## config.mk

```make
export PLATFORM = sky130hd
export DESIGN_NAME = hazard_stall_unit_flat
export DESIGN_NICKNAME = d
export VERILOG_FILES = /design/src/rtl/hazard_pkg.sv /design/src/rtl/hazard_stall_unit_if.sv /design/src/rtl/hazard_stall_unit_sat_counter.sv /design/src/rtl/hazard_stall_unit.sv /design/src/flat_wrapper.sv
export SDC_FILE = /design/constraint.sdc
export NUM_CORES = 1
export LEC_CHECK = 0
export BUFFER_PORTS_ARGS = -buffer_cell sky130_fd_sc_hd__buf_2
export CAP_MARGIN = 0
export CORE_MARGIN = 2
export CORE_UTILIZATION = 50
export DETAILED_ROUTE_END_ITERATION = 10
export PLACE_DENSITY_LB_ADDON = 0.08
export SLEW_MARGIN = 15
export SYNTH_ARGS = -nofsm -noshare
export SYNTH_HDL_FRONTEND = slang
export SYNTH_SLANG_ARGS = --single-unit
export TNS_END_PERCENT = 100
```

## constraint.sdc

```tcl
create_clock -name clk -period 2.1 [get_ports clk]
set_input_delay 0.315 -clock clk [delete_from_list [all_inputs] [get_ports clk]]
set_output_delay 0.315 -clock clk [all_outputs]
set_load 0.1 [all_outputs]
```

## src/rtl/hazard_pkg.sv

```systemverilog
// -----------------------------------------------------------------------------
// hazard_pkg
// Shared types and constants for the WISC-S25 hazard/stall controller.
//   hz_state_e : miss-sequencing FSM encoding (RUN=0, IMISS=1, DMISS=2)
//   REG_ZERO   : hard-wired zero register, never a hazard source
// Optional feature macro used by the files importing this package:
//   HAZARD_STATS_EN
// -----------------------------------------------------------------------------
package hazard_pkg;

    typedef enum logic [1:0] {
        HZ_RUN   = 2'd0,
        HZ_IMISS = 2'd1,
        HZ_DMISS = 2'd2
    } hz_state_e;

    localparam int REG_ZERO = 0;

endpackage

```

## src/rtl/hazard_stall_unit_if.sv

```systemverilog
// -----------------------------------------------------------------------------
// hazard_if
// Bundle between the pipeline and the hazard/stall controller.
//   master : pipeline side; drives hazard sources, observes controls
//   slave  : hazard_stall_unit; observes sources, drives controls
// Signals:
//   id_rs/id_rt/id_rs_used/id_rt_used : ID source operands
//   ex_mem_read/ex_rd                 : EX load and its destination
//   id_br_taken                       : branch resolved taken in ID
//   icache_miss/dcache_miss           : cache miss levels
//   stall/id_ex_bubble/if_id_flush/mem_hold : pipeline register controls
//   state/err_timeout                 : FSM state and sticky miss timeout
//   stall_cycles/flush_count/lduse_count : only with HAZARD_STATS_EN
// -----------------------------------------------------------------------------
interface hazard_if #(
    parameter int REG_W = 4,
    parameter int CNT_W = 16
);
    logic [REG_W-1:0] id_rs;
    logic [REG_W-1:0] id_rt;
    logic             id_rs_used;
    logic             id_rt_used;
    logic             ex_mem_read;
    logic [REG_W-1:0] ex_rd;
    logic             id_br_taken;
    logic             icache_miss;
    logic             dcache_miss;
    logic             stall;
    logic             id_ex_bubble;
    logic             if_id_flush;
    logic             mem_hold;
    logic [1:0]       state;
    logic             err_timeout;
`ifdef HAZARD_STATS_EN
    logic [CNT_W-1:0] stall_cycles;
    logic [CNT_W-1:0] flush_count;
    logic [CNT_W-1:0] lduse_count;
`endif

    modport master (
        output id_rs, id_rt, id_rs_used, id_rt_used, ex_mem_read, ex_rd,
               id_br_taken, icache_miss, dcache_miss,
        input  stall, id_ex_bubble, if_id_flush, mem_hold, state, err_timeout
`ifdef HAZARD_STATS_EN
        , input stall_cycles, flush_count, lduse_count
`endif
    );

    modport slave (
        input  id_rs, id_rt, id_rs_used, id_rt_used, ex_mem_read, ex_rd,
               id_br_taken, icache_miss, dcache_miss,
        output stall, id_ex_bubble, if_id_flush, mem_hold, state, err_timeout
`ifdef HAZARD_STATS_EN
        , output stall_cycles, flush_count, lduse_count
`endif
    );

endinterface

```

## src/rtl/hazard_stall_unit_sat_counter.sv

```systemverilog
// -----------------------------------------------------------------------------
// sat_counter
// Saturating up-counter with synchronous clear and asynchronous reset.
//   clk, rst : clock, asynchronous active-high reset
//   inc      : count up by one (ignored once at MAX)
//   clr      : clear to zero (wins over inc)
//   cnt      : current count
//   at_max   : cnt equals MAX
// -----------------------------------------------------------------------------
module sat_counter #(
    parameter int               CNT_W = 16,
    parameter logic [CNT_W-1:0] MAX   = '1
) (
    input  logic             clk,
    input  logic             rst,
    input  logic             inc,
    input  logic             clr,
    output logic [CNT_W-1:0] cnt,
    output logic             at_max
);

    assign at_max = (cnt == MAX);

    always_ff @(posedge clk or posedge rst) begin
        if (rst) begin
            cnt <= '0;
        end else if (clr) begin
            cnt <= '0;
        end else if (inc && !at_max) begin
            cnt <= cnt + 1'b1;
        end
    end

endmodule

```

## src/rtl/hazard_stall_unit.sv

```systemverilog
// -----------------------------------------------------------------------------
// hazard_stall_unit
// Central stall/flush controller for the 5-stage WISC-S25 pipeline.
// Detects load-use hazards and ID-resolved taken branches, sequences I/D-cache
// miss stalls, and flags misses lasting longer than MISS_TMO cycles.
// Ports:
//   clk, rst : clock, asynchronous active-high reset
//   hz       : hazard_if.slave (hazard sources in, pipeline controls out)
// Parameters: REG_W (register specifier width), CNT_W (counter width),
//             MISS_TMO (miss cycles before err_timeout).
// Optional: HAZARD_STATS_EN adds stall_cycles/flush_count/lduse_count.
// -----------------------------------------------------------------------------
module hazard_stall_unit
    import hazard_pkg::*;
#(
    parameter int REG_W    = 4,
    parameter int CNT_W    = 16,
    parameter int MISS_TMO = 255
) (
    input logic    clk,
    input logic    rst,
    hazard_if.slave hz
);

    hz_state_e        state_q;
    hz_state_e        state_d;
    logic             load_use;
    logic             err_q;
    logic [CNT_W-1:0] miss_cnt;
    logic             miss_at_max;
    logic             miss_clr;
    logic             miss_inc;

    // Register zero is hard-wired, so a load targeting it cannot create a hazard.
    assign load_use = hz.ex_mem_read && (hz.ex_rd != REG_W'(REG_ZERO)) &&
                      ((hz.id_rs_used && (hz.id_rs == hz.ex_rd)) ||
                       (hz.id_rt_used && (hz.id_rt == hz.ex_rd)));

    // Pipeline controls depend only on the current inputs, in priority order.
    // A taken branch is dropped while stalled; it re-resolves after release.
    always_comb begin
        hz.stall        = 1'b0;
        hz.id_ex_bubble = 1'b0;
        hz.if_id_flush  = 1'b0;
        hz.mem_hold     = 1'b0;
        if (hz.dcache_miss) begin
            hz.stall    = 1'b1;
            hz.mem_hold = 1'b1;
        end else if (load_use) begin
            hz.stall        = 1'b1;
            hz.id_ex_bubble = 1'b1;
        end else if (hz.icache_miss) begin
            hz.stall       = 1'b1;
            hz.if_id_flush = 1'b1;
        end else if (hz.id_br_taken) begin
            hz.if_id_flush = 1'b1;
        end
    end

    always_comb begin
        state_d = state_q;
        unique case (state_q)
            HZ_RUN: begin
                if (hz.dcache_miss)      state_d = HZ_DMISS;
                else if (hz.icache_miss) state_d = HZ_IMISS;
            end
            HZ_IMISS: begin
                if (hz.dcache_miss)       state_d = HZ_DMISS;
                else if (!hz.icache_miss) state_d = HZ_RUN;
            end
            HZ_DMISS: begin
                if (!hz.dcache_miss) state_d = hz.icache_miss ? HZ_IMISS : HZ_RUN;
            end
            default: state_d = HZ_RUN;
        endcase
    end

    always_ff @(posedge clk or posedge rst) begin
        if (rst) begin
            state_q <= HZ_RUN;
        end else begin
            state_q <= state_d;
        end
    end

    // Miss duration restarts on every transition so a D-miss following an
    // I-miss gets its own full budget.
    assign miss_clr = (state_q == HZ_RUN) || (state_d != state_q);
    assign miss_inc = (state_q != HZ_RUN);

    sat_counter #(
        .CNT_W (CNT_W),
        .MAX   (CNT_W'(MISS_TMO))
    ) u_miss_cnt (
        .clk    (clk),
        .rst    (rst),
        .inc    (miss_inc),
        .clr    (miss_clr),
        .cnt    (miss_cnt),
        .at_max (miss_at_max)
    );

    always_ff @(posedge clk or posedge rst) begin
        if (rst) begin
            err_q <= 1'b0;
        end else if (miss_at_max) begin
            err_q <= 1'b1;
        end
    end

    assign hz.state       = state_q;
    assign hz.err_timeout = err_q;

`ifdef HAZARD_STATS_EN
    logic stall_at_max;
    logic flush_at_max;
    logic lduse_at_max;

    sat_counter #(.CNT_W(CNT_W)) u_stall_cycles (
        .clk    (clk),
        .rst    (rst),
        .inc    (hz.stall),
        .clr    (1'b0),
        .cnt    (hz.stall_cycles),
        .at_max (stall_at_max)
    );

    sat_counter #(.CNT_W(CNT_W)) u_flush_count (
        .clk    (clk),
        .rst    (rst),
        .inc    (hz.if_id_flush && !hz.stall),
        .clr    (1'b0),
        .cnt    (hz.flush_count),
        .at_max (flush_at_max)
    );

    // A load-use event is counted only when it actually inserts a bubble.
    sat_counter #(.CNT_W(CNT_W)) u_lduse_count (
        .clk    (clk),
        .rst    (rst),
        .inc    (hz.id_ex_bubble),
        .clr    (1'b0),
        .cnt    (hz.lduse_count),
        .at_max (lduse_at_max)
    );
`endif

endmodule

```

## src/flat_wrapper.sv

```systemverilog
// flat-port wrapper written by rule: the top's interface ports become plain ports
module hazard_stall_unit_flat import hazard_pkg::*;
#(
    parameter int REG_W    = 4,
    parameter int CNT_W    = 16,
    parameter int MISS_TMO = 255
)
  (clk, rst, hz_id_rs, hz_id_rt, hz_id_rs_used, hz_id_rt_used, hz_ex_mem_read, hz_ex_rd, hz_id_br_taken, hz_icache_miss, hz_dcache_miss, hz_stall, hz_id_ex_bubble, hz_if_id_flush, hz_mem_hold, hz_state, hz_err_timeout);
  hazard_if #(.REG_W(REG_W), .CNT_W(CNT_W)) hz_i ();
  input logic clk;
  input logic rst;
  input wire logic [$bits(hz_i.id_rs)-1:0] hz_id_rs;
  input wire logic [$bits(hz_i.id_rt)-1:0] hz_id_rt;
  input wire logic [$bits(hz_i.id_rs_used)-1:0] hz_id_rs_used;
  input wire logic [$bits(hz_i.id_rt_used)-1:0] hz_id_rt_used;
  input wire logic [$bits(hz_i.ex_mem_read)-1:0] hz_ex_mem_read;
  input wire logic [$bits(hz_i.ex_rd)-1:0] hz_ex_rd;
  input wire logic [$bits(hz_i.id_br_taken)-1:0] hz_id_br_taken;
  input wire logic [$bits(hz_i.icache_miss)-1:0] hz_icache_miss;
  input wire logic [$bits(hz_i.dcache_miss)-1:0] hz_dcache_miss;
  output wire logic [$bits(hz_i.stall)-1:0] hz_stall;
  output wire logic [$bits(hz_i.id_ex_bubble)-1:0] hz_id_ex_bubble;
  output wire logic [$bits(hz_i.if_id_flush)-1:0] hz_if_id_flush;
  output wire logic [$bits(hz_i.mem_hold)-1:0] hz_mem_hold;
  output wire logic [$bits(hz_i.state)-1:0] hz_state;
  output wire logic [$bits(hz_i.err_timeout)-1:0] hz_err_timeout;
  assign hz_i.id_rs = hz_id_rs;
  assign hz_i.id_rt = hz_id_rt;
  assign hz_i.id_rs_used = hz_id_rs_used;
  assign hz_i.id_rt_used = hz_id_rt_used;
  assign hz_i.ex_mem_read = hz_ex_mem_read;
  assign hz_i.ex_rd = hz_ex_rd;
  assign hz_i.id_br_taken = hz_id_br_taken;
  assign hz_i.icache_miss = hz_icache_miss;
  assign hz_i.dcache_miss = hz_dcache_miss;
  assign hz_stall = hz_i.stall;
  assign hz_id_ex_bubble = hz_i.id_ex_bubble;
  assign hz_if_id_flush = hz_i.if_id_flush;
  assign hz_mem_hold = hz_i.mem_hold;
  assign hz_state = hz_i.state;
  assign hz_err_timeout = hz_i.err_timeout;
  hazard_stall_unit #(.REG_W(REG_W), .CNT_W(CNT_W), .MISS_TMO(MISS_TMO)) u_core (.clk(clk), .rst(rst), .hz(hz_i));
endmodule
```

Word level (Yosys, flattened, before mapping)

Cells that the tools add are included.

Output and inout bits: 7
Input bits: 20
Logic and storage cells: 41
Bits in registers: 19

Reduce and logical (&&, ||, !) cells: 12
$add $sub $neg: 1
Muxes and demuxes: 19
Equal/unequal tests: 6

Operators by type and width:

| cell                                                 | count |
|---|---|
| two-way mux 16 bit                                   | 2 |
| adder 16 x 1 -> 16 bit, second input constant        | 1 |
| equality test 16 x 8 -> 1 bit, second input constant | 1 |
| two-way mux 1 bit                                    | 11 |
| two-way mux 2 bit                                    | 5 |
| equality test 4 bit                                  | 2 |
| case mux 2 bit (3 select lines)                      | 1 |
| logical AND 1 bit                                    | 5 |
| nonzero test 2 bit                                   | 2 |
| nonzero test 4 bit                                   | 1 |
| equality test 2 x 1 -> 1 bit, second input constant  | 1 |
| equality test 2 bit, second input constant           | 1 |
| zero test 2 bit                                      | 1 |
| logical OR 1 bit                                     | 2 |
| != test 2 bit                                        | 1 |
| zero test 1 bit                                      | 1 |

Depth between registers and ports, before layout

Gate-level depths: netlist of the first run.

Depth in word-level cells: 6
Mapped depth: 6
Depth with buffers taken out: 6

By module

From an unflattened synthesis of the first run, not the netlist that was laid out.

Cells, all modules: 130
Area total of the unflattened synthesis: 1,218.7 sq um

By module, submodules not included:

| module            | sequential area each (sq um) | cells each | instances | area each (sq um) |
|---|---|---|---|---|
| sat_counter       | 400.4                        | 98         | 1         | 954.7 |
| hazard_stall_unit | 75.1                         | 32         | 1         | 264.0 |

Least setup slack after synthesis of the first run

OpenSTA, ideal clock, no wires.

Path type: input -> output
Start point: input hz_ex_rd[1]
End point: output hz_id_ex_bubble
Cell stages on the path: 4
Path slack: -0.347 ns
Path buffers: 0
Data arrival time: 2.132 ns
Data required time: 1.785 ns
Cell sequence: xor2_1 nor4_1 o211ai_1 nor2_1

Cells in the longest elaborated chain, start to end: 6
Elaborated cells between the ends (all ways): 10

RTL lines:

| what                                          | line                                             | source |
|---|---|---|
| start, declared                               | flat_wrapper.sv:17                               | `input wire logic [$bits(hz_i.ex_rd)-1:0] hz_ex_rd;` |
| equality test 4 bit, on equally long branches | hazard_stall_unit.sv:36, hazard_stall_unit.sv:37 |  |
| logical AND 1 bit, on equally long branches   | hazard_stall_unit.sv:36, hazard_stall_unit.sv:37 |  |
| logical OR 1 bit                              | hazard_stall_unit.sv:36                          | `((hz.id_rs_used && (hz.id_rs == hz.ex_rd)) \|\|` |
| logical AND 1 bit (*)                         | hazard_stall_unit.sv:35                          | `assign load_use = hz.ex_mem_read && (hz.ex_rd != REG_W'(REG_ZERO)) &&` |
| two-way mux 1 bit (*)                         | hazard_stall_unit.sv:49                          | `end else if (load_use) begin` |
| two-way mux 1 bit (*)                         | hazard_stall_unit.sv:46                          | `if (hz.dcache_miss) begin` |
| end, declared                                 | flat_wrapper.sv:22                               | `output wire logic [$bits(hz_i.id_ex_bubble)-1:0] hz_id_ex_bubble;` |

Mark *: on every way between the ends. The rest lies on a longest branch, timed or not.

Worst setup path after layout of the first run

Start point: register u_core.u_miss_cnt.cnt[12]
End point: register u_core.u_miss_cnt.cnt[6]

Cells in the longest elaborated chain, start to end: 4

RTL lines:

| what                                | line                                | source |
|---|---|---|
| start, declared                     | hazard_stall_unit_sat_counter.sv:18 | `output logic [CNT_W-1:0] cnt,` |
| start signal, assigned              | hazard_stall_unit_sat_counter.sv:30 | `cnt <= cnt + 1'b1;` |
| equality test 16 x 8 -> 1 bit       | hazard_stall_unit_sat_counter.sv:22 | `assign at_max = (cnt == MAX);` |
| zero test 1 bit                     | hazard_stall_unit_sat_counter.sv:29 | `end else if (inc && !at_max) begin` |
| logical AND 1 bit                   | hazard_stall_unit_sat_counter.sv:29 |  |
| nonzero test 2 bit (no source line) | --                                  |  |

No other way between the ends.
A chain may end at the register's enable or synchronous reset.

==> results.json, run 1 <==
{
  "final_cell_area_um2": 1350,
  "cts_tree": "done",
  "yosysWarnings": 0,
  "io_pins": 27,
  "path_delay_family": "simple AND/OR/NAND/NOR gates",
  "clkLatencyLatePin_ps": 300,
  "die_h_um": 51.1,
  "fin_crit_sh": 0.895,
  "io_buffers": 26,
  "avgSynthCellArea_um2": 9.26,
  "worstPathArrival_ps": 2090,
  "max_freq_mhz": 532,
  "leakage_nw": 0.609,
  "grt_pass1_vias": 896,
  "synth_cell_types": 33,
  "antenna_left": 0,
  "crit_chain": "or4_4 -> or2_4 -> or3_1 -> a31oi_1",
  "hold_viol_final": 0,
  "cts_sinks": 19,
  "rsz0062_at_grt": "false",
  "final_common_cell": "buf_2",
  "vias_per_cell": 5.05,
  "syn_area_um2": 1110,
  "htree_num_levels": 1,
  "final_cell_mix": "buf_2, nor2_1, dfrtp_1, xor2_1, nand2_1",
  "cp-end-kind": "flop",
  "core_um2": 2150,
  "cp.required_ps": 2310,
  "synth_seq_cells": 19,
  "cts_resized": 0,
  "place_area_um2": 1320,
  "post_cts_buffers": 0,
  "cts_root_buf": "clkbuf_4",
  "cts_buffers": 3,
  "grt_pass1_wl_mm": 3.69,
  "syn_inst": 120,
  "use_met2": 0.316,
  "hold_class": "in -> async",
  "wirelength_mm": 2.10,
  "die_w_um": 51.1,
  "setup_viol_count_final": 0,
  "cts.hold.buffers_added": 0,
  "synth_seq_area_share": 0.428,
  "syn_nets": 141,
  "worst-path-max-fanout": 4,
  "fin_crit_ps": 1880,
  "antenna_found_initial": 0,
  "diodes": 0,
  "tightest_slew_ps": 715,
  "max_stage_delay_ps": 570,
  "gp_congestion": 0.780,
  "track_usage": 0.190,
  "worstSetupStartpointType": "flop",
  "slew_headroom": 0.523,
  "drtIter0Drc": 9,
  "grt_util_met3": 0.0351,
  "area_growth_pct": 21.3,
  "dr.pass1.iters": 4,
  "path_class": "reg -> reg",
  "cp-startpoint": "u_core.u_miss_cnt.cnt[12]",
  "tns_ps": 0,
  "grt-ovfl-total": 0,
  "drv_cap": 0,
  "cts_buffer_depth": 2,
  "fin_total_pwr_mw": 0.696,
  "drc": 0,
  "grt_use_met1": 0.236,
  "post-route-util": 0.627,
  "rows": 17,
  "run_status": "finished, final reports clean",
  "vias": 893,
  "die-area_um2": 2620,
  "whs_ps": 106,
  "pwr_density_cell_nw_per_um2": 516,
  "gr-max-usage-layer": "met2",
  "irDropWorstVdd_mv": 0.302,
  "rr_startpoint": "u_core.u_miss_cnt.cnt[12]",
  "nets": 171,
  "skew_ps": 14.4,
  "slowest_stage": "or4_4",
  "clk_pin_slew_ps": 120,
  "hpwl_mm": 1.60,
  "grt_max_degree": 20,
  "initial_utilization": 0.517,
  "wl_per_cell_um": 11.9,
  "final-max-slew-violation-count": 0,
  "drive_gt1_frac": 0.262,
  "critical_path_buf_inv_count": 0
}
layer usage:
metal  up-vias  share of wire
li1        471              -
met1       396           0.47
met2        24           0.47
met3         2          0.048
met4         0          0.012
met5         -              0
final timing paths:
check	end	slack, ps	depth (start not counted)
max in group asynchronous	u_core.u_miss_cnt.cnt[2]	1530	2
min	u_core.u_miss_cnt.cnt[7]	110	2
min reg2reg	u_core.hz.err_timeout	470	1
max	u_core.u_miss_cnt.cnt[6]	220	4
min in group clk	u_core.hz.state[0]	280	3
max reg2reg	u_core.u_miss_cnt.cnt[6]	220	4
state kept, by name, indices dropped and copies added, names as in the netlist:
register	count
u_core.hz.state	2
u_core.hz.err_timeout	1
u_core.u_miss_cnt.cnt	16
where the power goes:
group	total, mW	leakage [nW]	switching, mW	internal, mW
logic	0.133	0.330	0.0890	0.0437
registers	0.375	0.262	0.00537	0.370
clock network	0.187	0.0177	0.117	0.0709
total	0.696	0.609	0.211	0.485
cells in the mapped netlist:
cell type,instances,share of area
nor4b_1,1,0.0079
and3_1,2,0.011
and2_1,1,0.0056
o2111ai_1,1,0.0079
xor2_1,13,0.10
xnor2_1,6,0.047
or3_1,2,0.011
nand3_2,1,0.0090
nor3_1,6,0.027
nor4_4,1,0.019
nand2_1,12,0.041
nand4_1,1,0.0056
o21bai_1,1,0.0068
o211ai_1,2,0.014
or2_1,2,0.011
nand3_1,4,0.018
o21ai_0,1,0.0045
ha_1,1,0.011
a21oi_1,4,0.018
or4_1,1,0.0068
nand2b_1,1,0.0056
clkbuf_1,1,0.0034
mux2_2,1,0.010
or4_4,2,0.020
dfrtp_1,19,0.43
or2_4,1,0.0079
nor2_1,22,0.074
inv_1,3,0.010
nand4_4,1,0.019
a31oi_1,2,0.011
buf_4,1,0.0068
a21boi_0,1,0.0068
nor4_1,2,0.011
cell families (layout without fill, tap and decap cells):
family                     Yosys count  count (layout)  share of synthesized area
buffers and inverters                5              34                     0.0203
AOI/OAI and AO/OA                   12              12                     0.0687
muxes                                1               1                     0.0101
xor gates and xnor gates            19              19                      0.150
DFF                                 19              19                      0.428
and+or+nand+nor                     63              63                      0.312
adders and majority gates            1               1                     0.0113
metrics by stage:
step                      instances  setup WS (ps)
after floorplan                 120           15.2
after global placement          173            263
after detailed placement        173            242
after CTS                       177            223
after global routing            177            155
final                           177            221
layout make-up:
cell class / count / area [um^2]
multi-input cells: 96 / 616
well taps: 28 / 35.0
inverters: 3 / 11.3
clock buffers: 3 / 22.5
fillers: 189 / 801
flip-flops and latches: 19 / 475
clock inverters: 1 / 5.00
repair buffers: 27 / 183
Note: power is estimated with default switching activity, not from simulation.
==> inputs of run 2 (changes only) <==
--- a/config.mk
+++ b/config.mk
@@ -8,7 +8,7 @@
 export BUFFER_PORTS_ARGS = -buffer_cell sky130_fd_sc_hd__buf_2
 export CAP_MARGIN = 0
 export CORE_MARGIN = 2
-export CORE_UTILIZATION = 50
+export CORE_UTILIZATION = 45
 export DETAILED_ROUTE_END_ITERATION = 10
 export PLACE_DENSITY_LB_ADDON = 0.08
 export SLEW_MARGIN = 15
==> results.json, run 2 (synthesized netlist as in run 1, its figures left out) <==
{
  "run_status": "finished, final reports clean",
  "switching_share": 0.295,
  "vias": 911,
  "cp-endpoint": "u_core.u_miss_cnt.cnt[1]",
  "htree_num_levels": 1,
  "final-max-slew-violation-count": 0,
  "initial_utilization": 0.461,
  "drc": 0,
  "r2r_end": "u_core.u_miss_cnt.cnt[1]",
  "power_frac_clock": 0.265,
  "wl_met2_mm": 1.12,
  "vias_per_cell": 5.09,
  "fin_crit_ps": 1880,
  "die_h_um": 53.7,
  "cts_buffer_depth": 2,
  "worstSetupStartpointType": "flop",
  "hold_viol_final": 0,
  "hold_class": "in -> async",
  "grt-ovfl-total": 0,
  "irDropWorstVdd_mv": 0.315,
  "final_cell_area_um2": 1350,
  "wl_met1_mm": 1.06,
  "tightest_slew_ps": 716,
  "diodes": 0,
  "p_seq_frac": 0.544,
  "hpwl_mm": 1.82,
  "grt_pass1_wl_mm": 3.80,
  "drv_cap": 0,
  "die-area_um2": 2880,
  "reg2reg_depth": 5,
  "antenna_found_initial": 0,
  "area_growth_pct": 21.4,
  "rr_startpoint": "u_core.u_miss_cnt.cnt[9]",
  "power_switching_mw": 0.204,
  "dr.pass1.iters": 4,
  "path_class": "reg -> reg",
  "setup_ws_ps": 219,
  "dp_slack_ps": 242,
  "cts.hold.buffers_added": 0,
  "slew_headroom": 0.522,
  "clkLatencyLatePin_ps": 290,
  "grt_pass1_vias": 896,
  "combPwrFrac": 0.191,
  "skew_ps": 3.41,
  "max_freq_mhz": 532,
  "r2r_slack_ps": 220,
  "final_common_cell": "buf_2",
  "grt_max_degree": 20,
  "antenna_left": 0,
  "pwr_density_cell_nw_per_um2": 512,
  "place_area_um2": 1320,
  "rows": 18,
  "cp-end-kind": "flop",
  "fin_crit_sh": 0.896,
  "drtIter0Drc": 10,
  "p_int_mw": 0.487,
  "top_layer": "met4",
  "cts_sinks": 19,
  "post_cts_buffers": 0,
  "cp-startpoint": "u_core.u_miss_cnt.cnt[9]",
  "gp_congestion": 0.803,
  "cts_resized": 0,
  "track_usage": 0.183,
  "core_um2": 2410,
  "largest_reg_flops": 16,
  "tns_ps": 0,
  "cts_buffers": 3,
  "post-route-util": 0.560,
  "leakage_nw": 0.606,
  "final_cell_mix": "buf_2, nor2_1, dfrtp_1, xor2_1, nand2_1",
  "clk_pin_slew_ps": 110,
  "worst-path-max-fanout": 6,
  "die_w_um": 53.7,
  "setup_viol_count_final": 0,
  "top_register": "u_core.u_miss_cnt.cnt",
  "wirelength_mm": 2.28,
  "rsz0062_at_grt": "false",
  "met3_length_um": 79,
  "worstPathArrival_ps": 2060,
  "io_pins": 27,
  "whs_ps": 125,
  "drive_gt1_frac": 0.255,
  "cp.required_ps": 2280,
  "cts_tree": "done",
  "nets": 171,
  "io_buffers": 26,
  "wl_per_cell_um": 12.7,
  "cts_root_buf": "clkbuf_4"
}
==> run 2: worst min-delay path by stage <==
stage / start / endpoint / slack (ps) / cells after the start
2_1_floorplan: rst / u_core.hz.err_timeout / 270 / 1
3_3_place_gp: rst / u_core.hz.state[1] / 460 / 2
3_5_place_dp: u_core.hz.err_timeout / u_core.hz.err_timeout / 470 / 1
4_1_cts: rst / u_core.u_miss_cnt.cnt[6] / 150 / 2
5_1_grt: rst / u_core.hz.state[0] / 200 / 2
6_report: rst / u_core.u_miss_cnt.cnt[6] / 130 / 2
==> run 2: metrics by stage <==
stage	instances	power (mW)
4_1_cts	179	0.704
6_report	179	0.691
5_1_grt	179	0.731
3_5_place_dp	175	0.516
2_1_floorplan	120	0.466
3_3_place_gp	175	0.514
==> run 2: final cells by class <==
type | instances | area, um^2
inverter | 3 | 11.3
clock buffer | 4 | 26.3
multi-input combinational | 96 | 616
fill | 223 | 1060
timing repair buffer | 27 | 183
sequential | 19 | 475
tap | 30 | 37.5
==> run 2: worst max-delay path, stage by stage, from the launching register on <==
cell	delay, ps
dfrtp_1	450
or4_4	560
or2_4	260
or3_1	350
nand2_1	80
a21oi_1	60
==> run 2: metal layers <==
metal  vias up  global-route usage
li1        471                   -
met1       421               0.225
met2        17               0.311
met3         2              0.0500
met4         0              0.0513
met5         -                   0
==> run 2: power groups by stage <==
stage               clock, mW  combinational [mW]  sequential (mW)
finish                  0.183               0.132            0.376
global route            0.211               0.143            0.377
CTS                     0.195               0.134            0.376
detailed placement          0               0.134            0.383
global placement            0               0.132            0.382
floorplan                   0              0.0675            0.399
